## src/rtl/clock_tick_monitor.sv

```systemverilog
// Slow-clock receiver: synchronises a divided clock into in_clk, emits rise/fall ticks,
// measures the rise-to-rise period and reports lock and stall status.
//
// state   | meaning
// IDLE    | no reference rising edge yet (after reset or after a stall)
// ACQUIRE | counting consecutive consistent periods toward lock
// LOCKED  | period stable within TOL for LOCK_COUNT measurements
module clock_tick_monitor #(
  parameter int SYNC_STAGES = 2,
  parameter int CNT_W       = 32,
  parameter int TIMEOUT     = 200000,
  parameter int LOCK_COUNT  = 4,
  parameter int TOL         = 2
) (
  input  logic             in_clk,
  input  logic             rst,
  input  logic             slow_clk,
  output logic             rise_tick,
  output logic             fall_tick,
  output logic [CNT_W-1:0] period,
  output logic             period_valid,
  output logic             locked,
  output logic             stalled
);

  typedef enum logic [1:0] {
    IDLE    = 2'd0,
    ACQUIRE = 2'd1,
    LOCKED  = 2'd2
  } state_t;

  state_t state, state_nxt;

  logic [SYNC_STAGES-1:0] sync;
  logic                   hist;
  logic                   sync_out;
  logic                   rise_ev;
  logic                   fall_ev;

  logic [CNT_W-1:0] cnt, cnt_nxt;
  logic [3:0]       match, match_nxt, match_inc;
  logic [CNT_W-1:0] last_period, last_nxt;
  logic [CNT_W-1:0] period_nxt;
  logic             pv_nxt;
  logic             stalled_nxt;
  logic             locked_nxt;

  logic [CNT_W:0]   cnt_ext;
  logic [CNT_W:0]   last_ext;
  logic [CNT_W:0]   dev;
  logic             dev_over;
  logic             timeout_hit;
  logic [CNT_W-1:0] cnt_inc;

  // Synchroniser plus one history flop; edges are judged on the last sync stage.
  always_ff @(posedge in_clk or posedge rst) begin
    if (rst) begin
      sync <= '0;
      hist <= 1'b0;
    end else begin
      sync <= {sync[SYNC_STAGES-2:0], slow_clk};
      hist <= sync[SYNC_STAGES-1];
    end
  end

  assign sync_out = sync[SYNC_STAGES-1];
  assign rise_ev  = sync_out & ~hist;
  assign fall_ev  = ~sync_out & hist;

  // Deviation is taken one bit wider so the subtraction can never wrap.
  assign cnt_ext     = {1'b0, cnt};
  assign last_ext    = {1'b0, last_period};
  assign dev         = (cnt >= last_period) ? (cnt_ext - last_ext) : (last_ext - cnt_ext);
  assign dev_over    = dev > (CNT_W+1)'(TOL);
  assign timeout_hit = cnt >= CNT_W'(TIMEOUT);
  assign cnt_inc     = (&cnt) ? cnt : cnt + 1'b1;
  assign match_inc   = ((match == 4'd0) || dev_over) ? 4'd1 : match + 4'd1;

  always_ff @(posedge in_clk or posedge rst) begin
    if (rst) begin
      state <= IDLE;
    end else begin
      state <= state_nxt;
    end
  end

  always_comb begin
    state_nxt   = state;
    cnt_nxt     = cnt;
    match_nxt   = match;
    last_nxt    = last_period;
    period_nxt  = period;
    pv_nxt      = 1'b0;
    stalled_nxt = stalled;
    case (state)
      IDLE: begin
        cnt_nxt = '0;
        if (rise_ev) begin
          state_nxt   = ACQUIRE;
          cnt_nxt     = {{(CNT_W-1){1'b0}}, 1'b1};
          match_nxt   = 4'd0;
          stalled_nxt = 1'b0;
        end
      end
      ACQUIRE: begin
        if (rise_ev) begin
          cnt_nxt    = {{(CNT_W-1){1'b0}}, 1'b1};
          period_nxt = cnt;
          pv_nxt     = 1'b1;
          last_nxt   = cnt;
          match_nxt  = match_inc;
          if (match_inc == 4'(LOCK_COUNT)) begin
            state_nxt = LOCKED;
          end
        end else if (timeout_hit) begin
          state_nxt   = IDLE;
          stalled_nxt = 1'b1;
          cnt_nxt     = '0;
          match_nxt   = 4'd0;
        end else begin
          cnt_nxt = cnt_inc;
        end
      end
      LOCKED: begin
        if (rise_ev) begin
          cnt_nxt    = {{(CNT_W-1){1'b0}}, 1'b1};
          period_nxt = cnt;
          pv_nxt     = 1'b1;
          last_nxt   = cnt;
          if (dev_over) begin
            state_nxt = ACQUIRE;
            match_nxt = 4'd1;
          end
        end else if (timeout_hit) begin
          state_nxt   = IDLE;
          stalled_nxt = 1'b1;
          cnt_nxt     = '0;
          match_nxt   = 4'd0;
        end else begin
          cnt_nxt = cnt_inc;
        end
      end
      default: begin
        state_nxt = IDLE;
        cnt_nxt   = '0;
        match_nxt = 4'd0;
      end
    endcase
    locked_nxt = (state_nxt == LOCKED);
  end

  always_ff @(posedge in_clk or posedge rst) begin
    if (rst) begin
      cnt          <= '0;
      match        <= 4'd0;
      last_period  <= '0;
      period       <= '0;
      period_valid <= 1'b0;
      locked       <= 1'b0;
      stalled      <= 1'b0;
      rise_tick    <= 1'b0;
      fall_tick    <= 1'b0;
    end else begin
      cnt          <= cnt_nxt;
      match        <= match_nxt;
      last_period  <= last_nxt;
      period       <= period_nxt;
      period_valid <= pv_nxt;
      locked       <= locked_nxt;
      stalled      <= stalled_nxt;
      rise_tick    <= rise_ev;
      fall_tick    <= fall_ev;
    end
  end

endmodule

```

## config.mk

```make
export PLATFORM = sky130hd
export DESIGN_NAME = clock_tick_monitor
export DESIGN_NICKNAME = d
export VERILOG_FILES = /design/src/rtl/clock_tick_monitor.sv
export SDC_FILE = /design/constraint.sdc
export NUM_CORES = 1
export LEC_CHECK = 0
export CORE_ASPECT_RATIO = 0.7
export CORE_MARGIN = 5
export CORE_UTILIZATION = 50
export DETAILED_ROUTE_END_ITERATION = 7
export PLACE_DENSITY = 0.72
export SLEW_MARGIN = 40
export SYNTH_ARGS = -nofsm -noshare
export SYNTH_HDL_FRONTEND = slang
export SYNTH_SLANG_ARGS = --single-unit
```

## constraint.sdc

```tcl
create_clock -name in_clk -period 3.8 [get_ports in_clk]
set_input_delay 0.57 -clock in_clk [delete_from_list [all_inputs] [get_ports in_clk]]
set_output_delay 0.57 -clock in_clk [all_outputs]
set_load 0.005 [all_outputs]
```

==> results.sh <==
export IMPL_status="finished, violations left"
export IMPL_violations="setup timing"
export IMPL_rows=37
export IMPL_clk_latency_ns=0.34
export IMPL_worstMarginPinSlew_ns=0.826
export IMPL_dp_cells=1355
export IMPL_hp_class="register to register"
export IMPL_layout_nets=1257
export IMPL_grt_pass1_wl_mm=40.8
export IMPL_yosys_top_cells_count="inv_1, nand2_1, a21oi_1, o21ai_0, dfrtp_1"
export IMPL_cts_buffers=9
export IMPL_final_setup_worst_slack_ns=-0.0856
export IMPL_place_ws_ns=-0.269
export IMPL_finalCriticalPeriod_ns=3.89
export IMPL_grt_ovfl_total=0
export IMPL_yosysTopAreaCell="dfrtp_1"
export IMPL_yosys_warnings=0
export IMPL_track_usage_pct=29.3
export IMPL_core_um2=14600
export IMPL_io_buffers=39
export IMPL_path_class="register to register"
export IMPL_cap_violations=0
export IMPL_ctsHtreeMaxLevel=3
export IMPL_critPathCaptureType="register"
export IMPL_root_buffer="clkbuf_16"
export IMPL_antennaDiodeCount=0
export IMPL_synth_most_common_cell="inv_1"
export IMPL_max_slew_margin_pct=44.9
export IMPL_path_clk_slew_ns=0.06
export IMPL_postSynth_asyncResetShare_pct=100
export IMPL_setup_violations=2
export IMPL_hold_viol=0
export IMPL_synth_edf_count=0
export IMPL_p_leak_nw=4.70
export IMPL_syn_inst=946
export IMPL_grt_max_degree=66
export IMPL_wl_per_cell_um=18.4
export IMPL_total_power_mw=5.67
export IMPL_slew_viol_final=0
export IMPL_tritoncts="built"
export IMPL_viasPerCell=5.82
export IMPL_ys_flop_type="dfrtp_1"
export IMPL_num_vias=8028
export IMPL_drcViolationCount=0
export IMPL_die_w_um=155
export IMPL_rsz0062_at_grt="yes"
export IMPL_dpl_hpwl_mm=20.4
export IMPL_finalSetupTns_ns=-0.136
export IMPL_antenna_found_initial=2
export IMPL_cts_path_max_buffers=2
export IMPL_ys_ff_latch=78
export IMPL_initial_utilization_pct=50.5
export IMPL_ys_seq_area_share_pct=26.5
export IMPL_path_max_fanout=4
export IMPL_synth_top_cell_area_share_pct=26.5
export IMPL_drive_above_1_share_pct=26.7
export IMPL_grt_pass1_vias=7599
export IMPL_worstPathRequired_ns=4.03
export IMPL_synthToLayoutAreaGrowth_pct=37.6
export IMPL_max_freq_mhz=257
export IMPL_die_h_um=112
export IMPL_drt_iter0_drc=704
export IMPL_arrival_ns=4.12
export IMPL_period_share_pct=102
export IMPL_place_congestion=1.01
export IMPL_io_pins=40
export IMPL_ir_drop_uv=356
export IMPL_first_pass_iters=5
export IMPL_skew_ns=0.00884
export IMPL_wl_mm=25.3
export IMPL_final_instance_count_excl_fill=1379
export IMPL_postRouteAntennaNets=0
export IMPL_ctsHoldBuffers=0
export IMPL_cp_start_kind="register"
export IMPL_ys_types=82
export IMPL_powerDensity_nw_per_um2=559
export IMPL_dieArea_um2=17300
export IMPL_cts_sinks=78
export IMPL_synth_area_leaders="dfrtp_1, ha_1, a21oi_1"
export IMPL_synth_area_per_cell_um2=7.79
export IMPL_synth_area_um2=7370
cell families (layout without fill, tap and decap cells):
logic type	count (synthesis)	count (layout)	share of synthesized area, %
other	1	14	0.0509
multiplexers	6	6	0.832
flip-flops	78	78	26.5
XOR/XNOR	31	31	3.69
AND/OR/NAND/NOR	298	298	20.3
adder cells (fa/ha/maj)	74	74	12.8
buffers and inverters	140	365	7.90
AO/OA/AOI/OAI	318	318	28.0
layer usage:
layer  up-vias  track usage, %  part of all wire [%]
li1       3847               -                     -
met1      3766            46.7                    49
met2       382            39.1                    39
met3        29            7.42                   9.7
met4         4            6.24                   1.4
met5         -               0                  0.11
path summary, 6_finish.rpt:
check / start / end / slack [ns] / cells after the start
setup / recovery: last_period[0] / match[0] / -0.09 / 18
min in group asynchronous: rst / cnt[7] / 0.60 / 2
hold / removal: sync[0] / sync[1] / 0.35 / 0
max in group asynchronous: rst / cnt[0] / 2.58 / 3
setup reg to reg: last_period[0] / match[0] / -0.09 / 18
hold reg to reg: sync[0] / sync[1] / 0.35 / 0
registers in the layout (all words and copies together), names as in the netlist:
| signal | cells |
|---|---|
| locked | 1 |
| cnt | 32 |
| fall_tick | 1 |
| stalled | 1 |
| state | 2 |
| last_period | 32 |
| sync | 2 |
| period_valid | 1 |
| hist | 1 |
| match | 4 |
| rise_tick | 1 |
report_power, final:
part           switching, mW  internal (mW)  total (mW)  leakage (nW)
combinational           1.96           1.81        3.77          3.53
sequential            0.0738          0.935        1.01          1.02
clock                  0.350          0.545       0.895         0.148
total                   2.38           3.29        5.67          4.70
through the flow:
stage               hold slack, ns  cell area (µm²)  utilization, %
global route                 0.353            10100            69.5
detailed placement           0.347             9400            64.5
CTS                          0.349             9890            67.8
finish                       0.349            10100            69.5
floorplan                    0.331             7420               -
global placement             0.333             9400            64.4
cell usage in the layout, fill, tap and decap left out, types with 12 or more instances in the layout:
cell type,n
a21o_1,20
a21oi_1,80
buf_4,212
clkdlybuf4s50_1,39
conb_1,14
dfrtp_1,77
ha_1,65
inv_1,92
nand2_1,85
nand3_1,16
nand4_1,24
nor2_1,60
nor3_1,27
nor4_1,12
o21a_1,17
o21ai_0,78
o21bai_1,12
xnor2_1,23
repair_timing:
| item | in CTS | in global routing |
|---|---|---|
| resized for setup | 37 | 45 |
| pin swaps | 14 | 26 |
| buffers inserted | 4 | 6 |
| setup endpoints to repair | 7 | 7 |
final cells by class:
cell class	instances	area (µm²)
clock inverter	4	55.1
inverter	95	362
multi-input combinational	741	5230
fill	1177	4450
timing repair buffer	255	2040
clock buffer	11	253
sequential	78	1950
tap	195	244
critical path: stages, from the launching register on:
cell	delay (ns)
dfrtp_1	0.39
inv_1	0.07
ha_2	0.18
inv_2	0.04
fa_2	0.33
a21o_1	0.18
a221oi_2	0.31
buf_4	0.17
a2111oi_1	0.07
nand3b_1	0.22
a211oi_2	0.34
buf_4	0.17
o21ai_1	0.06
o22ai_1	0.19
nor2_1	0.07
and4bb_2	0.35
nand3_4	0.13
a211o_1	0.26
a32o_1	0.25
Note: power is estimated with default switching activity, not from simulation.
